## src/rtl/fp32_ieee_pack_stream.sv

```systemverilog
// Two-stage valid/ready stage packing 34-bit internal floats into IEEE-754 binary32 words with sticky flags.
// Build option: define FP32_PACK_FTZ_EN to flush subnormal inputs to signed zero.
module fp32_ieee_pack_stream (
  input  logic        clk,
  input  logic        rst,
  input  logic        in_valid,
  output logic        in_ready,
  input  logic [33:0] in_data,
  output logic        out_valid,
  input  logic        out_ready,
  output logic [31:0] out_data,
  output logic [2:0]  flags,
  input  logic        flags_clr
);

  localparam int unsigned OUT_W  = 32;
  localparam int unsigned EXP_W  = 8;
  localparam int unsigned FRAC_W = 23;
  localparam int unsigned FLAG_W = 3;

  localparam logic [OUT_W-1:0] QNAN = 32'h7FC0_0000;

  typedef enum logic [1:0] {
    CLS_ZERO = 2'd0,
    CLS_PASS = 2'd1,
    CLS_INF  = 2'd2,
    CLS_NAN  = 2'd3
  } cls_e;

  logic              v1_q, v1_d;
  logic [OUT_W-1:0]  d1_q, d1_d;
  cls_e              cls1_q, cls1_d;
  logic              v2_q, v2_d;
  logic [OUT_W-1:0]  out_q, out_d;
  logic [FLAG_W-1:0] fl2_q, fl2_d;
  logic [FLAG_W-1:0] flags_q, flags_d;

  logic              adv1, adv2;
  cls_e              cls_in;
  logic [OUT_W-1:0]  pk;
  logic [FLAG_W-1:0] pk_fl;
  logic              s1_sign;
  logic [EXP_W-1:0]  s1_exp;
  logic [FRAC_W-1:0] s1_frac;

  // Handshake, class decode, packing and flag accumulation
  always_comb begin
    adv2    = !v2_q | out_ready;
    adv1    = !v1_q | adv2;
    cls_in  = CLS_NAN;
    pk      = '0;
    pk_fl   = '0;
    v1_d    = v1_q;
    d1_d    = d1_q;
    cls1_d  = cls1_q;
    v2_d    = v2_q;
    out_d   = out_q;
    fl2_d   = fl2_q;
    flags_d = flags_q;
    s1_sign = d1_q[31];
    s1_exp  = d1_q[30:23];
    s1_frac = d1_q[22:0];

    case (in_data[33:32])
      2'b00:   cls_in = CLS_ZERO;
      2'b01:   cls_in = (in_data[30:23] == 8'hFF) ? CLS_INF : CLS_PASS;
      2'b10:   cls_in = CLS_INF;
      default: cls_in = CLS_NAN;
    endcase

    if (adv1) begin
      v1_d = in_valid;
      if (in_valid) begin
        d1_d   = in_data[31:0];
        cls1_d = cls_in;
      end
    end

    case (cls1_q)
      CLS_ZERO: pk = {s1_sign, 31'b0};
      CLS_PASS: begin
        pk = d1_q;
        if (s1_exp == '0 && s1_frac != '0) begin
          pk_fl[2] = 1'b1;
`ifdef FP32_PACK_FTZ_EN
          pk = {s1_sign, 31'b0};
`endif
        end
      end
      CLS_INF: begin
        pk       = {s1_sign, 8'hFF, 23'b0};
        pk_fl[1] = 1'b1;
      end
      default: begin
        pk       = QNAN;
        pk_fl[0] = 1'b1;
      end
    endcase

    if (adv2) begin
      v2_d = v1_q;
      if (v1_q) begin
        out_d = pk;
        fl2_d = pk_fl;
      end
    end

    // Clear takes priority over a same-cycle flagging transfer
    if (flags_clr)
      flags_d = '0;
    else if (v2_q && out_ready)
      flags_d = flags_q | fl2_q;
  end

  always_ff @(posedge clk) begin
    if (rst) begin
      v1_q    <= 1'b0;
      d1_q    <= '0;
      cls1_q  <= CLS_ZERO;
      v2_q    <= 1'b0;
      out_q   <= '0;
      fl2_q   <= '0;
      flags_q <= '0;
    end else begin
      v1_q    <= v1_d;
      d1_q    <= d1_d;
      cls1_q  <= cls1_d;
      v2_q    <= v2_d;
      out_q   <= out_d;
      fl2_q   <= fl2_d;
      flags_q <= flags_d;
    end
  end

  assign in_ready  = adv1;
  assign out_valid = v2_q;
  assign out_data  = out_q;
  assign flags     = flags_q;

endmodule

```

## config.mk

```make
export PLATFORM = sky130hd
export DESIGN_NAME = fp32_ieee_pack_stream
export DESIGN_NICKNAME = d
export VERILOG_FILES = /design/src/rtl/fp32_ieee_pack_stream.sv
export SDC_FILE = /design/constraint.sdc
export NUM_CORES = 1
export LEC_CHECK = 0
export ABC_AREA = 1
export CAP_MARGIN = 20
export CORE_UTILIZATION = 40
export CTS_CLUSTER_SIZE = 28
export DETAILED_ROUTE_END_ITERATION = 16
export DONT_BUFFER_PORTS = 1
export PLACE_DENSITY = 0.53
export SETUP_SLACK_MARGIN = 0.3
export SKIP_CTS_REPAIR_TIMING = 1
export SLEW_MARGIN = 5
export SYNTH_ARGS = -nofsm -noshare
export SYNTH_HDL_FRONTEND = slang
export SYNTH_SLANG_ARGS = --single-unit
```

## constraint.sdc

```tcl
create_clock -name clk -period 2.32 [get_ports clk]
set_input_delay 0.696 -clock clk [delete_from_list [all_inputs] [get_ports clk]]
set_output_delay 0.696 -clock clk [all_outputs]
set_load 0.01 [all_outputs]
```

==> metrics list <==
* Clock-pin transition on the worst setup and hold timing paths: 80 ps
- Maximum number of pins on one net before global-route repair: 33
- CTS Root Cell: sky130_fd_sc_hd__clkbuf_8
- Class of the worst hold path: input port to register
- After filler insertion, the fill cell instance count of the layout stands at 741.
- Fraction of layout instances using a drive strength above 1: 0.109
- CP Cell Sequence: nand3_2
- Data arrival time at the worst-slack endpoint: 980 ps
- Unrepaired setup endpoints after global routing: false
- Leak: 1.16 nW
- The number of nets handed over by synthesis was 405.
* CTS H-Tree Depth: 3
* Number of CTS-inserted buffers: 9
* Count of synthesis-stage warnings from yosys: 0
- Num ports: 76
- The cell area that synthesis handed to floorplanning was 2830 um^2.
* Number of optimization iterations in the first detailed-route pass: 4
* Layout overhead on the synthesized area: 9.81%
- Post-Route Hold Slack: 416 ps
- Measured against its own limit, the worst slew margin works out to 0.594.
* DRC errors left: 0
* Row cnt: 30
- Critical path peak fanout: 4
- The synthesized netlist contains 20 unique library cells.
- The core region is 6830 um^2.
- By startpoint and endpoint, the worst setup path is classified as register to output port.
- Including well taps, the total number of placed cells is 446.
- The count of buffers added on input and output ports is 0.
- Avg Inst Size Synth: 7.73 um^2
- The number of pins exceeding their max-slew limit in the final report is 0.
* Worst VDD drop: 378 uV
- Dividing the detail-routed wire length by the instance count gives 14.3 um.
- The clock period could shrink to 1670 ps.
* Cell with the largest stage delay on the worst path: sky130_fd_sc_hd__dfxtp_1
- Number of maximum-capacitance constraint violations: 0
* Area of the die: 7420 um^2
- Global-route wire length before repair: 10900 um
- The share of the Yosys chip area taken by registers is 0.523.
* Required time reported for the critical path endpoint: 1620 ps
- Die Span Y: 86.1 um
* Final-layout setup total negative slack: 0 ps
* RePlAce Congestion: 0.754
- Between clock sinks in the finished design, the worst skew comes to 8.99 ps.
- The final layout contains 400 nets.
- Startpoint class of the critical path: register
- Detailed placement finished with a half-perimeter wire length of 4550 um.
- In this design, the stage delay of the slowest critical-path cell is 450 ps.
* Total power divided by cell area: 851 nW/um^2
* Number of violations reported at the end of detailed-routing iteration 0: 78
- For this configuration, the core starts out at a cell density of 0.414.
- The number of antenna diodes in the final layout is 0.
- In this run the horizontal extent of the chip is 86.1 um.
- Post-placement cell area: 2890 um^2
* Total global-route track usage: 0.193
* Commonest non-fill, non-tap cell in the layout: sky130_fd_sc_hd__dfxtp_1
- Post-route core utilization: 0.455
- Final hold violation count: 0
- Clock latency on the worst-skew pair: 340 ps
* Slew at the pin closest to its max-slew limit: 609 ps
- The number of antenna violations at the first check in global routing is 0.
- The number of buffers and inverters on the critical path is 0.
- The clock net in this run drives a total of 74 sinks.
* Final worst-path cycle share: 0.722
- Setup violations remaining at the end of the flow were counted as 0.
- STA classifies the critical path endpoint as an output port.
- Result of the run: finished, final reports clean
- Derived from the worst setup path, the maximum achievable clock frequency is 0.597 GHz.
- In this run the remaining antenna-violating nets after routing total 0.
- Register bit total from synthesis: 74
- The via count of the first global-routing pass came to 2292.
* Cell family contributing the most delay on the critical path: flip-flops
- Leaving out fill and tap cells, the most frequent cells in the layout are 74 x sky130_fd_sc_hd__dfxtp_1, 60 x sky130_fd_sc_hd__nor2_1, 57 x sky130_fd_sc_hd__a21oi_1, 47 x sky130_fd_sc_hd__nand2_1, 41 x sky130_fd_sc_hd__o21ai_0.
- Wires add up to 6620 um.
- The clock passes through at most 2 buffers.
* Cells after Synth: 366
- CTS tree: done
- Avg Vias per Cell: 4.97
* Post-route cell area: 3110 um^2
- Detailed-route via count: 2296
- Once layout is complete, the cells apart from fillers number 462.
- For this run the aggregate overflow at the end of global routing stands at 0.
[worst paths after layout]
check	start	to	slack [ps]	cells after the start
worst max-delay path	out_valid$_SDFFE_PP0P_	in_ready	650	1
worst min register to register	fl2_q[2]$_SDFFE_PP0P_	fl2_q[2]$_SDFFE_PP0P_	460	2
worst min-delay path	rst	out_data[16]$_SDFFE_PP0P_	420	1
worst max register to register	out_valid$_SDFFE_PP0P_	cls1_q[1]$_SDFFE_PP0P_	840	5
[synth_stat cells (all sizes together)]
cell,instances,share of area
dfxtp,74,0.52
nor2,71,0.10
a21oi,57,0.10
nand2,50,0.071
o21ai,42,0.074
nand3,27,0.050
inv,17,0.023
buf,15,0.034
clkbuf,9,0.012
nand4,2,0.0044
nor3,1,0.0018
or2,1,0.0022
[metal layers]
| metal | global-route usage | wire (um) | vias to the layer above |
|---|---|---|---|
| li1 | - | - | 1189 |
| met1 | 0.242 | 3110 | 1033 |
| met2 | 0.304 | 2930 | 65 |
| met3 | 0.0549 | 464 | 9 |
| met4 | 0.0909 | 112 | 0 |
| met5 | 0 | 0 | - |
[layout make-up]
type | count | area (um^2) | area share
clock buffer | 15 | 186 | 0.0600
clock inverter | 1 | 30.0 | 0.00966
inverter | 17 | 63.8 | 0.0205
multi-input combinational | 251 | 1150 | 0.371
sequential | 74 | 1480 | 0.477
tap | 96 | 120 | 0.0386
timing repair buffer | 8 | 72.6 | 0.0233
[registers in the layout, indices dropped and copies added, names as in the netlist]
signal,count
v1_q,1
out_data,32
cls1_q,2
out_valid,1
flags,3
fl2_q,3
d1_q,32
[metrics by stage]
step	power, mW	setup slack (ps)
global placement	1.61	546
detailed placement	1.61	500
finish	2.64	645
floorplan	1.57	746
CTS	2.68	625
global route	2.77	607
[cells by family (layout without fill, tap and decap cells)]
group           after synthesis  count (layout)  synth area share
compound gates               99              99             0.175
simple gates                152             152             0.233
buf+inv                      41              41            0.0690
flops                        74              74             0.523
[power breakdown]
part	total, mW	leakage [nW]	switching (mW)	internal (mW)
Sequential	1.38	0.607	0.0531	1.33
Combinational	0.197	0.440	0.127	0.0700
Clock	1.06	0.110	0.447	0.616
No activity file was read; power rests on OpenSTA's default activity.
